--- src/rtl/rx_pkg.sv ---
`default_nettype none
// ============================================================================
//  Module   : rx_pkg
//  Purpose  : Shared types and default sizes for the nibble-stream
//             deserializer (FSM state encoding, default word/buffer sizes).
//  Revision : 1.0 - initial release
// ============================================================================
package rx_pkg;

  // Receive FSM state encoding (explicit 2-bit width).
  typedef enum logic [1:0] {
    IDLE = 2'd0,
    RECV = 2'd1,
    PUSH = 2'd2
  } rx_state_t;

  localparam int RX_WORD_NIBBLES_DEF = 4;
  localparam int RX_FIFO_DEPTH_DEF   = 4;

endpackage : rx_pkg
`default_nettype wire

--- src/rtl/rx_fifo.sv ---
`default_nettype none
// ============================================================================
//  Module   : rx_fifo
//  Purpose  : Synchronous word FIFO. A write is accepted when the buffer is
//             not full, or when it is full but a read happens in the same
//             cycle (the slot being freed is reused). rd_data always shows
//             the head entry; storage is cleared by reset so rd_data reads 0.
//  Ports    : Clk      - clock (rising edge)
//             Reset    - asynchronous active-low reset
//             wr_en    - write request
//             wr_data  - word to write
//             rd_en    - pop the head entry (ignored when empty)
//             rd_data  - head entry
//             full     - DEPTH entries held
//             empty    - no entries held
//  Revision : 1.0 - initial release
// ============================================================================
module rx_fifo #(
  parameter int WIDTH = 16,
  parameter int DEPTH = 4
) (
  input  logic             Clk,
  input  logic             Reset,
  input  logic             wr_en,
  input  logic [WIDTH-1:0] wr_data,
  input  logic             rd_en,
  output logic [WIDTH-1:0] rd_data,
  output logic             full,
  output logic             empty
);

  localparam int AW = $clog2(DEPTH);

  // Pointers carry one extra wrap bit so full and empty can be told apart.
  logic [AW:0]      wr_ptr_q, wr_ptr_d;
  logic [AW:0]      rd_ptr_q, rd_ptr_d;
  logic [WIDTH-1:0] mem_q [DEPTH];
  logic [WIDTH-1:0] mem_d [DEPTH];
  logic             do_wr;
  logic             do_rd;

  assign empty   = (wr_ptr_q == rd_ptr_q);
  assign full    = (wr_ptr_q[AW] != rd_ptr_q[AW]) &&
                   (wr_ptr_q[AW-1:0] == rd_ptr_q[AW-1:0]);
  assign do_rd   = rd_en & ~empty;
  assign do_wr   = wr_en & (~full | do_rd);
  assign rd_data = mem_q[rd_ptr_q[AW-1:0]];

  always_comb begin
    mem_d    = mem_q;
    wr_ptr_d = wr_ptr_q;
    rd_ptr_d = rd_ptr_q;
    if (do_wr) begin
      mem_d[wr_ptr_q[AW-1:0]] = wr_data;
      wr_ptr_d                = wr_ptr_q + 1'b1;
    end
    if (do_rd) begin
      rd_ptr_d = rd_ptr_q + 1'b1;
    end
  end

  always_ff @(posedge Clk or negedge Reset) begin
    if (!Reset) begin
      wr_ptr_q <= '0;
      rd_ptr_q <= '0;
      for (int i = 0; i < DEPTH; i++) begin
        mem_q[i] <= '0;
      end
    end else begin
      wr_ptr_q <= wr_ptr_d;
      rd_ptr_q <= rd_ptr_d;
      mem_q    <= mem_d;
    end
  end

endmodule : rx_fifo
`default_nettype wire

--- src/rtl/rx_deserializer.sv ---
`default_nettype none
// ============================================================================
//  Module   : rx_deserializer
//  Purpose  : Assembles WORD_NIBBLES nibbles (MS nibble first), each qualified
//             by a rising edge of ClkTx while DOutValid is high, into a word
//             and queues it in a FIFO_DEPTH-deep buffer with a valid/ready
//             consumer interface. A frame that loses DOutValid part-way is
//             aborted with a one-cycle FrameErr pulse. Words arriving with the
//             buffer full are dropped and flagged by the sticky Overflow.
//  Config   : `define RX_STATS_EN to implement WordCnt/DropCnt; otherwise
//             both ports read 0 and the counters are not built.
//  Ports    : Clk       - clock (rising edge)
//             Reset     - asynchronous active-low reset (release synchronised)
//             ClkTx     - upstream transmit strobe, synchronous to Clk
//             DOutValid - upstream frame valid
//             DataOut   - upstream nibble
//             RxData    - head-of-buffer word
//             RxValid   - RxData valid
//             RxReady   - consumer accepts RxData
//             FrameErr  - one-cycle pulse on an aborted frame
//             Overflow  - sticky: a word was dropped (buffer full)
//             ClrErr    - synchronous clear of Overflow (a drop wins)
//             WordCnt   - words accepted into the buffer (wraps)
//             DropCnt   - words dropped (wraps)
//  Revision : 1.0 - initial release
// ============================================================================
module rx_deserializer
  import rx_pkg::*;
#(
  parameter int WORD_NIBBLES = RX_WORD_NIBBLES_DEF,
  parameter int FIFO_DEPTH   = RX_FIFO_DEPTH_DEF
) (
  input  logic                      Clk,
  input  logic                      Reset,
  input  logic                      ClkTx,
  input  logic                      DOutValid,
  input  logic [3:0]                DataOut,
  output logic [4*WORD_NIBBLES-1:0] RxData,
  output logic                      RxValid,
  input  logic                      RxReady,
  output logic                      FrameErr,
  output logic                      Overflow,
  input  logic                      ClrErr,
  output logic [7:0]                WordCnt,
  output logic [7:0]                DropCnt
);

  localparam int W     = 4 * WORD_NIBBLES;
  localparam int CNT_W = $clog2(WORD_NIBBLES + 1);

  // --------------------------------------------------------------------------
  // Reset synchroniser: assertion is immediate, release waits two edges.
  // --------------------------------------------------------------------------
  logic [1:0] rst_sync_q, rst_sync_d;
  logic       rst_n;

  assign rst_sync_d = {rst_sync_q[0], 1'b1};
  assign rst_n      = rst_sync_q[1];

  always_ff @(posedge Clk or negedge Reset) begin
    if (!Reset) rst_sync_q <= '0;
    else        rst_sync_q <= rst_sync_d;
  end

  // --------------------------------------------------------------------------
  // Strobe detection
  // --------------------------------------------------------------------------
  logic clktx_q, clktx_d;
  logic strobe;

  assign clktx_d = ClkTx;
  assign strobe  = ClkTx & ~clktx_q;

  // --------------------------------------------------------------------------
  // FSM: state register / next state / output decode
  // --------------------------------------------------------------------------
  rx_state_t        state_q, state_d;
  logic [CNT_W-1:0] nib_cnt_q, nib_cnt_d;
  logic             last_nib;
  logic             capture;
  logic             abort;
  logic             push;

  assign last_nib = (nib_cnt_q == CNT_W'(WORD_NIBBLES - 1));

  always_ff @(posedge Clk or negedge rst_n) begin
    if (!rst_n) state_q <= IDLE;
    else        state_q <= state_d;
  end

  always_comb begin
    state_d = state_q;
    case (state_q)
      IDLE: begin
        if (strobe && DOutValid) begin
          state_d = (WORD_NIBBLES == 1) ? PUSH : RECV;
        end
      end
      RECV: begin
        // Losing DOutValid mid-frame aborts regardless of the strobe.
        if (!DOutValid)                state_d = IDLE;
        else if (strobe && last_nib)   state_d = PUSH;
      end
      PUSH:    state_d = IDLE;
      default: state_d = IDLE;
    endcase
  end

  always_comb begin
    capture = 1'b0;
    abort   = 1'b0;
    push    = 1'b0;
    case (state_q)
      IDLE:    capture = strobe & DOutValid;
      RECV: begin
        abort   = ~DOutValid;
        capture = strobe & DOutValid;
      end
      PUSH:    push = 1'b1;
      default: ;
    endcase
  end

  // --------------------------------------------------------------------------
  // Shift register and nibble counter
  // --------------------------------------------------------------------------
  logic [W-1:0] shreg_q, shreg_d;
  logic         frame_err_q, frame_err_d;

  always_comb begin
    shreg_d     = shreg_q;
    nib_cnt_d   = nib_cnt_q;
    frame_err_d = abort;
    if (abort || push) begin
      nib_cnt_d = '0;
      if (abort) shreg_d = '0;
    end else if (capture) begin
      // Shift left by one nibble; works for any W including a single nibble.
      shreg_d   = (shreg_q << 4) | W'(DataOut);
      nib_cnt_d = (state_q == IDLE) ? CNT_W'(1) : nib_cnt_q + 1'b1;
    end
  end

  // --------------------------------------------------------------------------
  // Word buffer
  // --------------------------------------------------------------------------
  logic fifo_full;
  logic fifo_empty;
  logic rd_en;
  logic drop;

  assign rd_en = ~fifo_empty & RxReady;
  // A full buffer still accepts the word if the head leaves this cycle.
  assign drop  = push & fifo_full & ~rd_en;

  rx_fifo #(
    .WIDTH (W),
    .DEPTH (FIFO_DEPTH)
  ) u_fifo (
    .Clk     (Clk),
    .Reset   (rst_n),
    .wr_en   (push),
    .wr_data (shreg_q),
    .rd_en   (rd_en),
    .rd_data (RxData),
    .full    (fifo_full),
    .empty   (fifo_empty)
  );

  assign RxValid = ~fifo_empty;

  // --------------------------------------------------------------------------
  // Overflow flag: a drop in the same cycle as ClrErr leaves it set.
  // --------------------------------------------------------------------------
  logic overflow_q, overflow_d;

  always_comb begin
    overflow_d = overflow_q;
    if (ClrErr) overflow_d = 1'b0;
    if (drop)   overflow_d = 1'b1;
  end

  always_ff @(posedge Clk or negedge rst_n) begin
    if (!rst_n) begin
      clktx_q     <= 1'b0;
      nib_cnt_q   <= '0;
      shreg_q     <= '0;
      frame_err_q <= 1'b0;
      overflow_q  <= 1'b0;
    end else begin
      clktx_q     <= clktx_d;
      nib_cnt_q   <= nib_cnt_d;
      shreg_q     <= shreg_d;
      frame_err_q <= frame_err_d;
      overflow_q  <= overflow_d;
    end
  end

  assign FrameErr = frame_err_q;
  assign Overflow = overflow_q;

  // --------------------------------------------------------------------------
  // Statistics counters (8-bit, wrapping)
  // --------------------------------------------------------------------------
`ifdef RX_STATS_EN
  logic [7:0] word_cnt_q, word_cnt_d;
  logic [7:0] drop_cnt_q, drop_cnt_d;
  logic       wr_ok;

  assign wr_ok      = push & ~drop;
  assign word_cnt_d = word_cnt_q + {7'd0, wr_ok};
  assign drop_cnt_d = drop_cnt_q + {7'd0, drop};

  always_ff @(posedge Clk or negedge rst_n) begin
    if (!rst_n) begin
      word_cnt_q <= '0;
      drop_cnt_q <= '0;
    end else begin
      word_cnt_q <= word_cnt_d;
      drop_cnt_q <= drop_cnt_d;
    end
  end

  assign WordCnt = word_cnt_q;
  assign DropCnt = drop_cnt_q;
`else
  assign WordCnt = 8'd0;
  assign DropCnt = 8'd0;
`endif

endmodule : rx_deserializer
`default_nettype wire

--- config.mk ---
export PLATFORM = sky130hd
export DESIGN_NAME = rx_deserializer
export DESIGN_NICKNAME = d
export VERILOG_FILES = /design/src/rtl/rx_pkg.sv /design/src/rtl/rx_fifo.sv /design/src/rtl/rx_deserializer.sv
export SDC_FILE = /design/constraint.sdc
export NUM_CORES = 1
export LEC_CHECK = 0
export ABC_CLOCK_PERIOD_IN_PS = 6400
export CORE_MARGIN = 5
export CORE_UTILIZATION = 45
export CTS_CLUSTER_SIZE = 20
export DETAILED_ROUTE_END_ITERATION = 7
export PLACE_DENSITY = 0.7
export SLEW_MARGIN = 20
export SYNTH_ARGS = -nofsm -noshare
export SYNTH_HDL_FRONTEND = slang
export SYNTH_SLANG_ARGS = --single-unit
--- constraint.sdc ---
create_clock -name Clk -period 6.4 [get_ports Clk]
set_input_delay 0.96 -clock Clk [delete_from_list [all_inputs] [get_ports Clk]]
set_output_delay 0.96 -clock Clk [all_outputs]
set_load 0.005 [all_outputs]
Word-level counts from Yosys, hierarchy flattened --
Cells that the tools add are included.
Word-level totals: register bits 96, input bits 10, output and inout bits 35, word-level logic and storage cells 76
Operators by class: add/sub/neg operators 3, $lt $le $gt $ge 3, equal/unequal tests 9, muxes and demuxes 21, bitwise operators 16, reductions and logical operators 11
Operators with widths (count):
- 16-bit 2-to-1 mux | 6
- 64-bit bitwise mux | 1
- 16-bit binary-select mux with 2-bit select | 1
- 16-bit demux with 2-bit select | 1
- 16-bit by 4-bit bitwise OR with 16-bit output | 1
- 3-bit by 1-bit adder with 3-bit output (second input constant) | 3
- 3-bit 2-to-1 mux | 3
- 1-bit bitwise AND | 7
- 3-bit greater-or-equal comparator (second input constant) | 2
- 2-bit 2-to-1 mux | 3
- 2-bit inverter with 3-bit output | 2
- 1-bit 2-to-1 mux | 5
- 1-bit inverter | 5
- 1-bit logical AND | 4
- 2-bit inequality test (second input constant) | 2
- 2-bit one-hot mux with 2 select lines | 1
- 2-bit AND reduction | 2
- 2-bit nonzero test | 2
- 3-bit by 2-bit == test with 1-bit output (second input constant) | 1
- 3-bit == test | 1
- 3-bit by 1-bit < comparator with 1-bit output (second input constant) | 1
- 3-bit inequality test (second input constant) | 1
- 2-bit by 1-bit == test with 1-bit output (second input constant) | 1
- 2-bit == test | 1
- 6 further kinds | 6

Depth between registers and ports, before layout --
depth after elaboration 6, mapped depth 6, gate-level depth less buffers 5

Hierarchy --
Synthesis repeated with hierarchy kept, for this count alone.
Second synthesis, totals: cell total of the unflattened synthesis 297, area, all modules 4495.6 um^2
By module, submodules not included:
- rx_fifo | instances 1, cells an instance 201, area each 3326.9 um^2
- rx_deserializer | instances 1, cells an instance 96, area each 1168.6 um^2

Worst setup path after synthesis --
No wires, ideal clock.
kind input to register, from input port RxReady, to register u_fifo.mem_q[10] (netlist bit), arrival time 2.354 ns, setup slack 3.921 ns, cell stages on the path 4, buffers on the path 2, cells stage by stage buf_1 o41ai_4 buf_6 mux2_2
On the way: longest elaborated chain between the ends 4
Ends and longest elaborated chain:
- start, declared | line rx_deserializer.sv:40 | input logic RxReady,
- 1-bit bitwise AND | line rx_deserializer.sv:152 | assign rd_en = ~fifo_empty & RxReady;
- 1-bit bitwise AND | line rx_fifo.sv:45 | assign do_rd = rd_en & ~empty;
- 1-bit bitwise OR | line rx_fifo.sv:46 | assign do_wr = wr_en & (~full | do_rd);
- 1-bit bitwise AND | line rx_fifo.sv:46
- end signal, assigned | line rx_fifo.sv:72 | mem_q <= mem_d;
- end, declared | line rx_fifo.sv:37 | logic [WIDTH-1:0] mem_q [DEPTH];
Every way passes these cells. A chain may end at the register's enable or synchronous reset.

Worst setup path after layout --
from register u_fifo.rd_ptr_q[1], to output port RxValid
On the way: longest elaborated chain between the ends 2
Ends and longest elaborated chain:
- start, declared | line rx_fifo.sv:36 | logic [AW:0] rd_ptr_q, rd_ptr_d;
- start signal, assigned | line rx_fifo.sv:71 | rd_ptr_q <= rd_ptr_d;
- 3-bit == test | line rx_fifo.sv:42 | assign empty = (wr_ptr_q == rd_ptr_q);
- 1-bit inverter | line rx_deserializer.sv:170 | assign RxValid = ~fifo_empty;
- end, declared | line rx_deserializer.sv:39 | output logic RxValid,
Every way passes these cells.

==> impl_metrics.json <==
{
  "postRouteAntennaNets": 0,
  "synth_top_area_share_pct": 54.6,
  "worst_pin_slew_ps": 1000,
  "syn_area_um2": 4400,
  "cts_buffers": 9,
  "reg2reg_depth": 4,
  "antenna_cells": 0,
  "cts_repair_resize_count": 0,
  "port_buffers": 28,
  "drc_errors": 0,
  "cts-root-buf": "clkbuf_8",
  "cp.required_ps": 5440,
  "cp_num_cells": 4,
  "dr.pass1.iters": 4,
  "fin_cells": 449,
  "detail_route.wl_per_cell_um": 16.9,
  "cp_cell_sequence": "xor2_4 > nor2_1 > nand2_1 > clkdlybuf4s50_1",
  "critPathCaptureType": "output pin",
  "postSynthCellCount": 279,
  "ys_warn_count": 0,
  "rsz0062_at_grt": "false",
  "status": "complete, no violations",
  "chipHeight_um": 109,
  "htree_levels": 3,
  "min_period_ps": 3490,
  "die_w_um": 109,
  "core_um2": 9640,
  "critPathKind": "flop to output pin",
  "post-cts-setup-buffers": 0,
  "p_leak_nw": 2.38,
  "grt_pass1_wl_mm": 12.6,
  "antenna_found_initial": 0,
  "yosys-top-cells-area": "dfrtp_1, mux2_2, mux4_2",
  "avgViaCountPerCell": 5.21,
  "drv_cap": 0,
  "fin_tns_setup_ps": 0,
  "dieArea_um2": 11900,
  "postSynthAreaPerCell_um2": 15.8,
  "initial_core_util_pct": 45.6,
  "first_iter_violations": 156,
  "clkTransAtPathRegs_ps": 90,
  "num-fill-cells": 815,
  "drive_gt1_share_pct": 33.5,
  "fin_crit_sh_pct": 54.6,
  "cts_tree": "built",
  "start_kind": "flop",
  "max_freq_ghz": 0.286,
  "rows": 36,
  "synth_commonest_cells": "dfrtp_1, mux2_2, buf_4, a22o_1, mux4_2",
  "place.gp.congestion": 0.720,
  "dp_cells": 434,
  "ys_seq_elements": 96,
  "yosysUniqueCellTypes": 37,
  "cts_sinks": 96,
  "powerDensity_nw_per_um2": 266,
  "drv_slew": 0,
  "grt_max_degree": 55,
  "drt_wl_total_mm": 7.59,
  "synthArstFlopShare_pct": 100,
  "critPathSlowestCell": "dfrtp_1",
  "path_delay_family": "flip-flops",
  "setup_viol": 0,
  "area_delta_synth_final_pct": 13.1,
  "clk_path_buf_depth": 2,
  "yosysTopAreaCell": "dfrtp_1",
  "path_max_fanout": 19,
  "synthFlopType": "dfrtp_1",
  "num_vias": 2341,
  "grt_util_all_layers_pct": 13.9,
  "grt_pass1_vias": 2362,
  "cp_num_buf_inv": 1,
  "insertion_delay_ps": 350,
  "slew_headroom_pct": 33.0,
  "finalHoldViolations": 0,
  "fin_worst_skew_ps": 10.9,
  "io-pin-count": 45,
  "worstPathArrival_ps": 2530,
  "holdCritPathClass": "flop to asynchronous set/reset pin",
  "vdd_drop_max_mv": 0.104,
  "synth.most_common_cell": "dfrtp_1",
  "overflow": 0,
  "critPathMaxStageDelay_ps": 1010,
  "fin_nets": 329,
  "cts_hold_buf": 0,
  "synth_edf_count": 0,
  "hpwl_mm": 4.77,
  "yosysSeqAreaShare_pct": 54.6
}
[through the flow]
stage	setup WS [ps]	instance area [µm²]	power [mW]	util, %	hold WS [ps]
floorplan	3530	4460	0.884	-	331
global placement	3340	4770	0.925	49.5	326
detailed placement	3250	4770	0.933	49.5	330
CTS	2860	4980	1.34	51.6	339
global route	2740	4980	1.39	51.6	376
finish	2910	4980	1.32	51.6	316
[metal layers]
layer,vias to the layer above,GRT usage (%),wire [µm]
met5,-,0,0
met4,0,5.68,109
met3,8,2.61,256
met2,36,21.6,3680
met1,1232,19.1,3540
li1,1065,-,-
[worst reg2reg max path, delay by kind of cell (launching register included)]
family	cells	cell delay, ps
AOI/OAI and AO/OA	1	350
xor gates and xnor gates	1	300
buffers and inverters	1	330
DFF	1	1010
muxes	1	380
[layout by cell type (no fill, tap or decap), types with 2 or more instances in the layout]
master / count
mux2_2: 59
xnor2_1: 3
a32o_1: 2
inv_1: 6
buf_4: 8
clkbuf_8: 12
xor2_4: 2
mux4_2: 15
and3b_1: 4
conb_1: 17
o31ai_1: 2
nor3_1: 2
nor2_1: 3
a31oi_1: 2
dfrtp_1: 95
ha_1: 7
a22o_1: 16
clkdlybuf4s50_1: 28
o41ai_4: 4
nand2_1: 4
mux2_1: 7
[area by class of cell]
type	count	area (µm²)	area share (%)
timing repair buffer	36	340	6.84
clock buffer	13	169	3.39
multi-input combinational	163	1830	36.9
tap	133	166	3.34
clock inverter	2	38.8	0.779
inverter	6	22.5	0.452
sequential	96	2410	48.3
[final timing paths]
check / start / to / slack, ps
setup reg to reg: u_fifo.rd_ptr_q[1] / u_fifo.mem_q[1] / 3920
hold / removal: rst_sync_q[1] / u_fifo.mem_q[39] / 320
hold reg to reg: rst_sync_q[1] / u_fifo.mem_q[39] / 320
setup / recovery: u_fifo.rd_ptr_q[1] / RxValid / 2910
min in group Clk: rst_sync_q[0] / rst_sync_q[1] / 360
max in group asynchronous: rst_sync_q[1] / u_fifo.mem_q[24] / 5030
[where the power goes]
part / total (mW) / internal (mW) / switching (mW)
clock network: 0.407 / 0.212 / 0.195
registers: 0.695 / 0.632 / 0.0637
logic: 0.221 / 0.101 / 0.120
[logic make-up (layout without fill, tap and decap cells)]
family          Yosys count  in the layout  synth area share [%]
compound gates           30             30                  7.45
xor+xnor                  7              7                  2.42
buf+inv                  35             57                  5.32
other cells               2             17                 0.171
mux                      82             82                  25.2
flops                    96             96                  54.6
fa+ha+maj                 7              7                  1.99
simple gates             20             20                  2.87
[flip-flops by register name, summed over array words and instances, names as in the netlist, 2 cells and up]
signal / cells
rst_sync_q: 2
u_fifo.wr_ptr_q: 3
nib_cnt_q: 3
shreg_q: 16
u_fifo.rd_ptr_q: 3
state_q: 2
u_fifo.mem_q: 64
Note: power is estimated with default switching activity, not from simulation.
==> RTL change: new RTL, same settings <==
The 3 states of `rx_state_t` get a one-hot encoding in 3 bits.
--- a/src/rtl/rx_pkg.sv
+++ b/src/rtl/rx_pkg.sv
@@ -8,10 +8,10 @@
 package rx_pkg;
 
   // Receive FSM state encoding (explicit 2-bit width).
-  typedef enum logic [1:0] {
-    IDLE = 2'd0,
-    RECV = 2'd1,
-    PUSH = 2'd2
+  typedef enum logic [2:0] {
+    IDLE = 3'b001,
+    RECV = 3'b010,
+    PUSH = 3'b100
   } rx_state_t;
 
   localparam int RX_WORD_NIBBLES_DEF = 4;
Check against the original RTL: no difference found for any inputs over 10 cycles, from zero or initial values and one cycle with Reset low; not proved beyond that.
==> RTL change against the original RTL <==
  * Final area is 2.3% higher
  * Area after synthesis is 4.5% higher
  * Wire length is 11% higher
  * Sequential cell count is 1 higher
  * Die area is 4.0% higher
  * Critical path type unchanged
  * Count of clock-buffer cells in the layout is 1 lower
  * Worst setup slack better by 0.060 ns
  * Total power is 4.0% lower
==> RTL change: results (changes against the original RTL) <==
| Metric | Value |
|---|---|
| Crit path DAT | 2.48 ns (-0.05 ns) |
| Top Registers | u_fifo.mem_q (64), shreg_q (16) |
| Max H-tree Level | 3 (unchanged) |
| Post_cts resized | 0 (unchanged) |
| Final GP Congestion | 0.7466 (+3.7%) |
| Initial antenna violation count | 0 (unchanged) |
| Nets | 337 (+2.4%) |
| Starting DRT DRC Count | 104 (-33%) |
| Pre-CTS setup slack | 3.307 ns (+0.05719 ns) |
| CTS clock-pin slew for the worst setup and hold paths | 0.08 ns |
| Hold_buf cts | 0 (unchanged) |
| Total CTS buffers | 9 (unchanged) |
| Clk buf depth | 2 (unchanged) |
| Vias/cell | 5.354 (+2.7%) |
| Vias in the first global route | 2639 (+12%) |
| Post CTS Setup Buffer Count | 0 (unchanged) |
| Fraction of layout cells with a size suffix above 1 | 30.86% (-2.7 points) |
| Synth area leaders | dfrtp_1, mux2_4, mux2_2 |
| Commonest cells in the netlist | dfrtp_1, mux2_4, mux2_2 |
| Crit path max fanout | 10 (-9) |
| Setup skew after layout | 0.007322 ns (-0.003576 ns) |
| Hold Crit Class | reg2async |
| Worst skew pair latency | 0.36 ns |
| Synth unique cells | 39 (+5.4%) |
| Slew margin rel. | 36.90% (+3.9 points) |
| Asr flop ratio synth | 100.0% (unchanged) |
| Reg2reg end | u_fifo.mem_q[1] |
| Global-route wire length before repair | 14120 microns (+13%) |
| Leak pwr | 2.511 nW (+5.6%) |
| Reg2reg setup slack | 3.71 ns (-0.21 ns) |
| Crit path capture | RxData[3] |
| Top FF cell, synth | dfrtp_1 |
| Pin count of the biggest net entering global routing | 82 (+49%) |
| HPWL after DPL | 5351 microns (+12%) |
| Seq/Total Area, Yosys | 52.85% (-1.8 points) |
| R2R Path Start | u_fifo.rd_ptr_q[1] |
| ANT cells | 0 (unchanged) |
| Reg2Reg Depth | 4 (unchanged) |
| Drt first pass iters | 4 (unchanged) |
| Fin crit period | 3.435 ns (-0.05953 ns) |
| CTS Root Cell | clkbuf_8 |
| Total global-route track usage | 14.55% (+0.70 points) |
| Port Buffer Count | 28 (unchanged) |
| Detailed Route WL | 8436 microns (+11%) |
| Status | complete, no violations |
| Worst vdd ir | 0.1338 mV (+29%) |
| Yosys Warn Count | 0 (unchanged) |
| Crit path launch | u_fifo.rd_ptr_q[0] |
| DP Area | 4878 sq um (+2.3%) |
-- RTL change: cells by family after synthesis --
| kind of cell | share of synthesized area (%) |
|---|---|
| flip-flops | 52.85 |
| buffers and inverters | 5.853 |
| XOR/XNOR | 1.143 |
| adder cells (fa/ha/maj) | 1.906 |
| AO/OA/AOI/OAI | 5.146 |
| multiplexers | 27.44 |
| other | 0.1634 |
| AND/OR/NAND/NOR | 5.499 |
-- RTL change: report_power, final --
group	internal [mW]	leakage, nW	switching (mW)
registers	0.630	1.32	0.0623
clock network	0.229	0.106	0.201
logic	0.0809	1.09	0.0663
total	0.940	2.51	0.330
-- RTL change: cell type report --
cell class              count  area [sq um]
multi-input cells         175          1954
fillers                   831          4772
inverters                   6         22.52
clock inverters             3         65.06
clock buffers              12         145.1
well taps                 133         166.4
flip-flops and latches     97          2432
repair buffers             31         306.5
-- RTL change: critical path: stages (launching register included) --
cell             delay, ns
dfrtp_1               0.71
buf_4                 0.35
mux4_1                0.59
clkdlybuf4s50_1       0.47
-- RTL change: per-layer routing --
metal,up-vias,wire length (microns),track usage [%]
li1,1099,-,-
met1,1289,3862,19.37
met2,45,4053,22.61
met3,14,357,3.985
met4,0,163,5.921
met5,-,0,0
-- RTL change: per-stage QoR --
stage          instances  total power [mW]
5_1_grt              457             1.330
3_3_place_gp         442            0.8506
4_1_cts              457             1.290
2_1_floorplan        305            0.8153
6_report             457             1.269
3_5_place_dp         442            0.8557
-- RTL change: how the worst min path moves through the flow --
stage                       start  cells past startpoint  slack [ns]             to
finish              rst_sync_q[1]                      0        0.19   nib_cnt_q[2]
global route        rst_sync_q[1]                      0        0.21   nib_cnt_q[2]
CTS                 rst_sync_q[1]                      0        0.20   nib_cnt_q[2]
detailed placement  rst_sync_q[1]                      0        0.19   nib_cnt_q[2]
global placement    rst_sync_q[1]                      0        0.18   nib_cnt_q[1]
floorplan           rst_sync_q[0]                      0        0.33  rst_sync_q[1]
